<file path="src/rtl/debugger_tx.sv">
// debugger_tx: serialises a debug snapshot into the UART TX FIFO.
// Frame: 0xFD header, PC, every register word, every data-memory word,
// each word least-significant byte first.
// Optional feature: define DEBUGGER_TX_CHECKSUM_EN to append one byte
// holding the XOR of every preceding frame byte (header included).
module debugger_tx #(
  parameter int DATA_SZ  = 32,
  parameter int REG_ADDR = 5,
  parameter int MEM_ADDR = 5
) (
  input  logic                i_clock,
  input  logic                i_reset,
  input  logic                i_send,
  input  logic                i_tx_full,
  input  logic [DATA_SZ-1:0]  i_pc,
  input  logic [DATA_SZ-1:0]  i_register_data,
  input  logic [DATA_SZ-1:0]  i_memory_data,
  output logic                o_wr_uart,
  output logic [7:0]          o_w_data,
  output logic [REG_ADDR-1:0] o_reg_addr,
  output logic [MEM_ADDR-1:0] o_mem_addr,
  output logic                o_busy,
  output logic                o_done
);

  localparam int NBYTES = DATA_SZ / 8;
  localparam int CNT_W  = (NBYTES > 1) ? $clog2(NBYTES) : 1;
  localparam logic [7:0] HEADER = 8'hFD;

  typedef enum logic [2:0] {
    IDLE,
    HDR,
    LOAD_PC,
    LOAD_REG,
    LOAD_MEM,
    BYTES,
`ifdef DEBUGGER_TX_CHECKSUM_EN
    CKSUM,
`endif
    DONE
  } state_t;

  typedef enum logic [1:0] {
    SEC_PC,
    SEC_REG,
    SEC_MEM
  } section_t;

  state_t              state_q;
  state_t              state_d;
  section_t            section_q;
  logic [DATA_SZ-1:0]  shift_q;
  logic [CNT_W-1:0]    byte_cnt_q;
  logic [REG_ADDR-1:0] reg_addr_q;
  logic [MEM_ADDR-1:0] mem_addr_q;
  logic                wr_q;
  logic [7:0]          data_q;
  logic                issue;
  logic [7:0]          tx_byte;
  logic                can_write;
  logic                last_byte;
  logic                reg_last;
  logic                mem_last;
`ifdef DEBUGGER_TX_CHECKSUM_EN
  logic [7:0]          cksum_q;
`endif

  // A byte may only go out when the FIFO has room and no strobe is in
  // flight, which also guarantees an idle cycle between writes.
  assign can_write = !i_tx_full && !wr_q;
  assign last_byte = (byte_cnt_q == CNT_W'(NBYTES - 1));
  assign reg_last  = &reg_addr_q;
  assign mem_last  = &mem_addr_q;

  // State register; reset abandons any frame in progress.
  always_ff @(posedge i_clock or negedge i_reset) begin
    if (!i_reset) begin
      state_q <= IDLE;
    end else begin
      state_q <= state_d;
    end
  end

  // Next-state decode plus the byte to issue this cycle, if any.
  always_comb begin
    state_d = state_q;
    issue   = 1'b0;
    tx_byte = 8'h00;
    case (state_q)
      IDLE: begin
        if (i_send) state_d = HDR;
      end
      HDR: begin
        if (can_write) begin
          issue   = 1'b1;
          tx_byte = HEADER;
          state_d = LOAD_PC;
        end
      end
      LOAD_PC:  state_d = BYTES;
      LOAD_REG: state_d = BYTES;
      LOAD_MEM: state_d = BYTES;
      BYTES: begin
        if (can_write) begin
          issue   = 1'b1;
          tx_byte = shift_q[7:0];
          if (last_byte) begin
            case (section_q)
              SEC_PC:  state_d = LOAD_REG;
              SEC_REG: state_d = reg_last ? LOAD_MEM : LOAD_REG;
`ifdef DEBUGGER_TX_CHECKSUM_EN
              SEC_MEM: state_d = mem_last ? CKSUM : LOAD_MEM;
`else
              SEC_MEM: state_d = mem_last ? DONE : LOAD_MEM;
`endif
              default: state_d = IDLE;
            endcase
          end
        end
      end
`ifdef DEBUGGER_TX_CHECKSUM_EN
      CKSUM: begin
        if (can_write) begin
          issue   = 1'b1;
          tx_byte = cksum_q;
          state_d = DONE;
        end
      end
`endif
      DONE:    state_d = IDLE;
      default: state_d = IDLE;
    endcase
  end

  // Datapath: word capture, byte shifting, address walking and the
  // registered FIFO write strobe. Addresses advance only on the edge that
  // sends a word's last byte so they stay stable while it is shifted out.
  always_ff @(posedge i_clock or negedge i_reset) begin
    if (!i_reset) begin
      section_q  <= SEC_PC;
      shift_q    <= '0;
      byte_cnt_q <= '0;
      reg_addr_q <= '0;
      mem_addr_q <= '0;
      wr_q       <= 1'b0;
      data_q     <= 8'h00;
    end else begin
      wr_q <= issue;
      if (issue) data_q <= tx_byte;
      case (state_q)
        IDLE: begin
          if (i_send) begin
            reg_addr_q <= '0;
            mem_addr_q <= '0;
          end
        end
        LOAD_PC: begin
          shift_q    <= i_pc;
          byte_cnt_q <= '0;
          section_q  <= SEC_PC;
        end
        LOAD_REG: begin
          shift_q    <= i_register_data;
          byte_cnt_q <= '0;
          section_q  <= SEC_REG;
        end
        LOAD_MEM: begin
          shift_q    <= i_memory_data;
          byte_cnt_q <= '0;
          section_q  <= SEC_MEM;
        end
        BYTES: begin
          if (can_write) begin
            shift_q    <= shift_q >> 8;
            byte_cnt_q <= byte_cnt_q + 1'b1;
            if (last_byte) begin
              if (section_q == SEC_REG) reg_addr_q <= reg_addr_q + 1'b1;
              if (section_q == SEC_MEM) mem_addr_q <= mem_addr_q + 1'b1;
            end
          end
        end
        default: begin
        end
      endcase
    end
  end

`ifdef DEBUGGER_TX_CHECKSUM_EN
  // Running XOR of every byte written since the request was accepted.
  always_ff @(posedge i_clock or negedge i_reset) begin
    if (!i_reset) begin
      cksum_q <= 8'h00;
    end else if (state_q == IDLE && i_send) begin
      cksum_q <= 8'h00;
    end else if (issue) begin
      cksum_q <= cksum_q ^ tx_byte;
    end
  end
`endif

  assign o_wr_uart  = wr_q;
  assign o_w_data   = data_q;
  assign o_reg_addr = reg_addr_q;
  assign o_mem_addr = mem_addr_q;
  assign o_busy     = (state_q != IDLE);
  assign o_done     = (state_q == DONE);

endmodule

</file>
<file path="config.mk">
export PLATFORM = sky130hd
export DESIGN_NAME = debugger_tx
export DESIGN_NICKNAME = d
export VERILOG_FILES = /design/src/rtl/debugger_tx.sv
export SDC_FILE = /design/constraint.sdc
export NUM_CORES = 1
export LEC_CHECK = 0
export ABC_CLOCK_PERIOD_IN_PS = 2050
export BUFFER_PORTS_ARGS = -buffer_cell sky130_fd_sc_hd__clkbuf_2
export CAP_MARGIN = 20
export CORE_ASPECT_RATIO = 1.2
export CORE_MARGIN = 2
export CORE_UTILIZATION = 45
export CTS_CLUSTER_SIZE = 14
export DETAILED_ROUTE_END_ITERATION = 10
export PLACE_DENSITY = 0.83
export SLEW_MARGIN = 15
export SYNTH_ARGS = -nofsm -noshare
export SYNTH_HDL_FRONTEND = slang
export SYNTH_SLANG_ARGS = --single-unit
</file>
<file path="constraint.sdc">
create_clock -name i_clock -period 2.05 [get_ports i_clock]
set_clock_uncertainty 0.2 [all_clocks]
set_input_delay 0.3075 -clock i_clock [delete_from_list [all_inputs] [get_ports i_clock]]
set_output_delay 0.3075 -clock i_clock [all_outputs]
set_load 0.05 [all_outputs]
</file>
After elaboration in Yosys (flattened, before gate mapping)
Cells that the tools add are included.
W data, S select, Z words.
{"block": "op_classes", "add_sub_neg": 3, "n_eq_ne": 15, "mux": 27, "reduce_logical": 19}
{"op": "$pmux W32 S4", "n": 1}
{"op": "$mux W5", "n": 7}
{"op": "$mux W32", "n": 1}
{"op": "$pmux W5 S2", "n": 2}
{"op": "$reduce_and A5 Y1", "n": 4}
{"op": "$mux W8", "n": 2}
{"op": "$pmux W8 S2", "n": 1}
{"op": "$mux W3", "n": 5}
{"op": "$ne A2 B2 Y1 const B", "n": 6}
{"op": "$pmux W3 S4", "n": 1}
{"op": "$add A5 B1 Y5 const B", "n": 2}
{"op": "$eq A3 B3 Y1 const B", "n": 3}
{"op": "$pmux W3 S3", "n": 1}
{"op": "$eq A3 B2 Y1 const B", "n": 2}
{"op": "$pmux W2 S3", "n": 1}
{"op": "$reduce_bool A3 Y1", "n": 2}
{"op": "$eq A2 B2 Y1 const B", "n": 2}
{"op": "$mux W2", "n": 2}
{"op": "$pmux W2 S2", "n": 1}
{"op": "$reduce_and A2 Y1", "n": 2}
{"op": "$reduce_and A4 Y1", "n": 1}
{"op": "$reduce_bool A2 Y1", "n": 2}
{"op": "$reduce_bool A4 Y1", "n": 1}
{"op": "$eq A3 B1 Y1 const B", "n": 1}
{"op": "other kinds (9)", "n": 11}
{"block": "totals", "ff_bits": 58, "inputBits": 100, "out_inout_bits": 21, "wordCells": 72}

Longest topological paths before layout
{"block": "logic_depth", "word_depth": 6, "depth_mapped": 6, "ltp_nobuf": 6}

Least setup slack after synthesis
Ideal clock, no wire load.
{"block": "synth_path", "path_type": "register to register", "start": "register wr_q (netlist: o_wr_uart)", "end": "register mem_addr_q[3] (netlist: o_mem_addr[3])", "setup_ps": 82, "arrival_time_ps": 1779, "required_time_ps": 1768, "slack_ps": -11, "path_stages_with_launch": 6, "path_buffers": 2, "synth_period_minus_slack_ps": 2061, "path_cell_list": "dfrtp_1 -> buf_6 -> or3b_1 -> buf_2 -> o41a_1 -> a31oi_1"}
{"block": "synth_via", "elab_chain_cells": 4}
{"item": "from (decl)", "line_no": "56", "text": "logic wr_q;"}
{"item": "from (signal assigned)", "line_no": "148", "text": "wr_q <= issue;"}
{"item": "$logic_not A1 Y1", "line_no": "70", "text": "assign can_write = !i_tx_full && !wr_q;"}
{"item": "$logic_and A1 B1 Y1", "line_no": "70"}
{"item": "$ne A2 B2 Y1 (no source line)"}
{"item": "$reduce_and A5 Y1 (no source line)"}
{"item": "to (signal assigned)", "line_no": "178", "text": "if (section_q == SEC_MEM) mem_addr_q <= mem_addr_q + 1'b1;"}
{"item": "to (decl)", "line_no": "55", "text": "logic [MEM_ADDR-1:0] mem_addr_q;"}
No other way between the ends.
A chain may end at the register's enable or synchronous reset.

Worst setup path after layout
{"block": "layout_path", "start": "register state_q[0]", "end": "output port o_busy"}
{"block": "layout_via", "elab_chain_cells": 1}
{"item": "from (decl)", "line_no": "49", "text": "state_t state_q;"}
{"item": "from (signal assigned)", "line_no": "80", "text": "state_q <= state_d;"}
{"item": "$reduce_bool A3 Y1", "line_no": "205", "text": "assign o_busy = (state_q != IDLE);"}
{"item": "to (decl)", "line_no": "22", "text": "output logic o_busy,"}
No other way between the ends.

==> qor.csv <==
metric,value,unit
worst hold path class,primary input to flip-flop,
CTS max path bufs,2,
Cell Pwr Density,1460,nW/um^2
r2r setup slk,0.10,ns
Clock Power Share,16.6,%
Hold EP,shift_q[29]$_DFFE_PN0P_,
Post-layout nets,569,
reg-to-reg critical path endpoint,o_reg_addr[3]$_DFFE_PN0P_,
Final Slew Violations,0,
CP Launch Point,state_q[0]$_DFFE_PN0P_,
largest net degree at the start of global routing,29,
Die H,99.5,um
ys async rst share,100,%
Num CTS Buffers,9,
Synth Warn #,0,
WL/cell,18.1,um
Rel. slew slack,60.8,%
DP HPWL,7230,um
final RePlAce weighted congestion,0.908,
TritonCTS clock tree,done,
crit-path max cell delay,0.43,ns
Routed WL,10100,um
internal power,3.70,mW
Post-synth top cells,"58 x dfrtp_1, 35 x nand3_1, 28 x a31oi_1",
crit-path cells,"buf_4, or3_4, buf_8",
Hold Path Stages,2,
Worst-Margin Slew,0.588,ns
status,completed,
"Req. time, crit path",1.54,ns
Slowest cell on crit path,dfrtp_2,
Setup WS pre-CTS,0.0397,ns
top-area cell type share of the netlist area,42.4,%
detailed-router iteration count before antenna repair,5,
combinational power share,53.6,%
Final WS setup,0.0603,ns
"EDFF count, synth",0,
biggest area consumer among synthesized cells,dfrtp_1,
"Avg Cell Area, Syn",10.1,sq um
via count,3412,
fmax,503,MHz
cell family with most CP delay,flip-flops,
n_diodes,0,
initial antenna violation count,0,
CP startpoint kind,flip-flop,
Die Span X,83.6,um
endpoints failing hold,0,
Rows,34,
Synth cell types,49,
"Top FF cell, synth",dfrtp_1,
Hold Startpoint,i_memory_data[29],
Area growth syn-to-layout,30.4,%
"count leader, synth",dfrtp_1,
post-synthesis cell area,3420,sq um
Setup CP Type,flip-flop to output pin,
layout cell share with drive strength beyond 1,41.6,%
drt drc,0,
Pleak,2.06,nW
I/O Buffers,120,
DRT antenna net count,0,
Final Cycle Share,97.1,%
H-tree Lvls,3,
Setup TNS,0,ns
Final min period,1.99,ns
io pins,121,
clock sink total,58,
category of the worst setup path capture point,output pin,
GRT overflow,0,
Clock Tree Root,clkbuf_8,
core box area,7320,sq um
"FF+latch count, synth",58,
first-pass GRT wire length,16300,um
vias per cell,6.10,
Synth area leaders,"dfrtp_1 42%, mux2_2 7.9%, a211oi_1 5.3%, a22oi_1 5.3%, a31oi_1 5.1%",
"Seq/Total Area, Yosys",42.4,%
final setup violating endpoints,0,
"non-filler cells, final",559,
worst r2r src,state_q[1]$_DFFE_PN0P_,
initial core utilization,46.8,%
DR iter-0 viols,273,
switching share of power,43.0,%
synthesized instance count,340,
vias in the first global route,3456,
Total Routing Usage GR,24.4,%
Cells after DPL,533,
worst-path fanout max,8,
Die Footprint,8320,sq um
reg2reg path depth,4,
Worst Path Buf+Inv,2,
peak supply drop,0.841,mV
syn nets,445,
RSZ-0062 raised after global routing,no,
Flop pwr share,29.8,%
clk slew on worst S/H paths,0.07,ns
clk_lat worst skew,0.34,ns
max_cap viols,0,
CP arrival,1.48,ns
Power Total,6.50,mW
P_sw,2.79,mW
cell type report:
cell class	instances	area (sq um)
Clock buffer	11	151
Sequential cell	58	1460
Multi-Input combinational cell	238	1800
Timing Repair Buffer	149	858
Inverter	8	30.0
Clock inverter	5	52.6
Fill cell	608	2860
Tap cell	90	113
state kept, by name, indices dropped and copies added, names as in the netlist:
name and cells:
shift_q 32, o_w_data 8, o_mem_addr 5, o_reg_addr 5, state_q 3, byte_cnt_q 2
section_q 2, o_wr_uart 1
worst max-delay path by stage:
| stage | endpoint | slack [ns] | depth (start not counted) |
|---|---|---|---|
| 2_1_floorplan | o_mem_addr[3]$_DFFE_PN0P_ | 0.09 | 5 |
| 3_3_place_gp | o_mem_addr[0]$_DFFE_PN0P_ | 0.13 | 4 |
| 3_5_place_dp | shift_q[21]$_DFFE_PN0P_ | 0.04 | 3 |
| 4_1_cts | o_busy | 0.009 | 3 |
| 5_1_grt | o_busy | 0.02 | 3 |
| 6_report | o_busy | 0.06 | 3 |
cells by family (layout without fill, tap and decap cells):
kind of cell / count (synthesis) / in the layout / synth area share (%)
AO/OA/AOI/OAI: 119 / 119 / 25.8
adder cells (fa/ha/maj): 5 / 5 / 1.83
buffers and inverters: 44 / 173 / 5.59
multiplexers: 33 / 33 / 10.5
flip-flops: 58 / 58 / 42.4
AND/OR/NAND/NOR: 81 / 81 / 13.8
routing by layer:
metal	track usage (%)	share of wire (%)	up-vias
met2	43.3	52	176
met3	3.98	5.7	29
li1	-	-	1582
met1	28.3	40	1625
met5	0	0	-
met4	12.7	3.0	0
per-stage QoR:
stage,cell area (sq um),hold slack (ns),utilization (%)
global route,4460,0.00724,61.0
global placement,4150,0.121,56.7
CTS,4450,0.00198,60.8
floorplan,3420,-0.188,-
detailed placement,4150,0.130,56.7
finish,4460,0.0134,61.0
power by group through the flow:
stage	Combinational (mW)	Sequential, mW	Clock (mW)
after CTS	3.43	1.93	1.09
final	3.48	1.94	1.08
after global placement	3.24	1.93	0
after detailed placement	3.34	1.95	0
after global routing	3.79	1.99	1.14
after floorplan	2.28	2.10	0
layout by cell type (no fill, tap or decap), types with 2 or more instances in the layout:
master	Yosys	routed
o211ai_1	4	4
a31oi_1	28	28
nand3b_1	3	3
o31ai_1	2	2
inv_1	8	8
clkbuf_2	0	119
o311ai_0	2	2
nor3_1	3	3
nor2_1	10	10
nand2_1	3	3
clkinv_2	0	3
dfrtp_2	0	3
dfrtp_1	58	55
and3b_1	3	2
and3_1	2	2
a211oi_1	24	24
a22oi_1	24	24
a21o_1	4	4
nand3_1	35	35
o21ai_0	3	2
nor2b_1	5	3
buf_4	0	21
mux2i_1	9	9
clkbuf_8	0	11
o22a_1	7	7
dlygate4sd3_1	0	7
nand4_1	3	3
mux2_2	24	24
ha_1	5	5
nand2b_1	4	4
a221o_1	8	8
a21oi_1	3	3
timing repair:
action,CTS,global route
buffers inserted,3,0
endpoints found under the hold margin,25,0
hold buffers,7,0
endpoints found under the setup margin,1,14
resized for setup,3,5
Note: power is estimated with default switching activity, not from simulation.
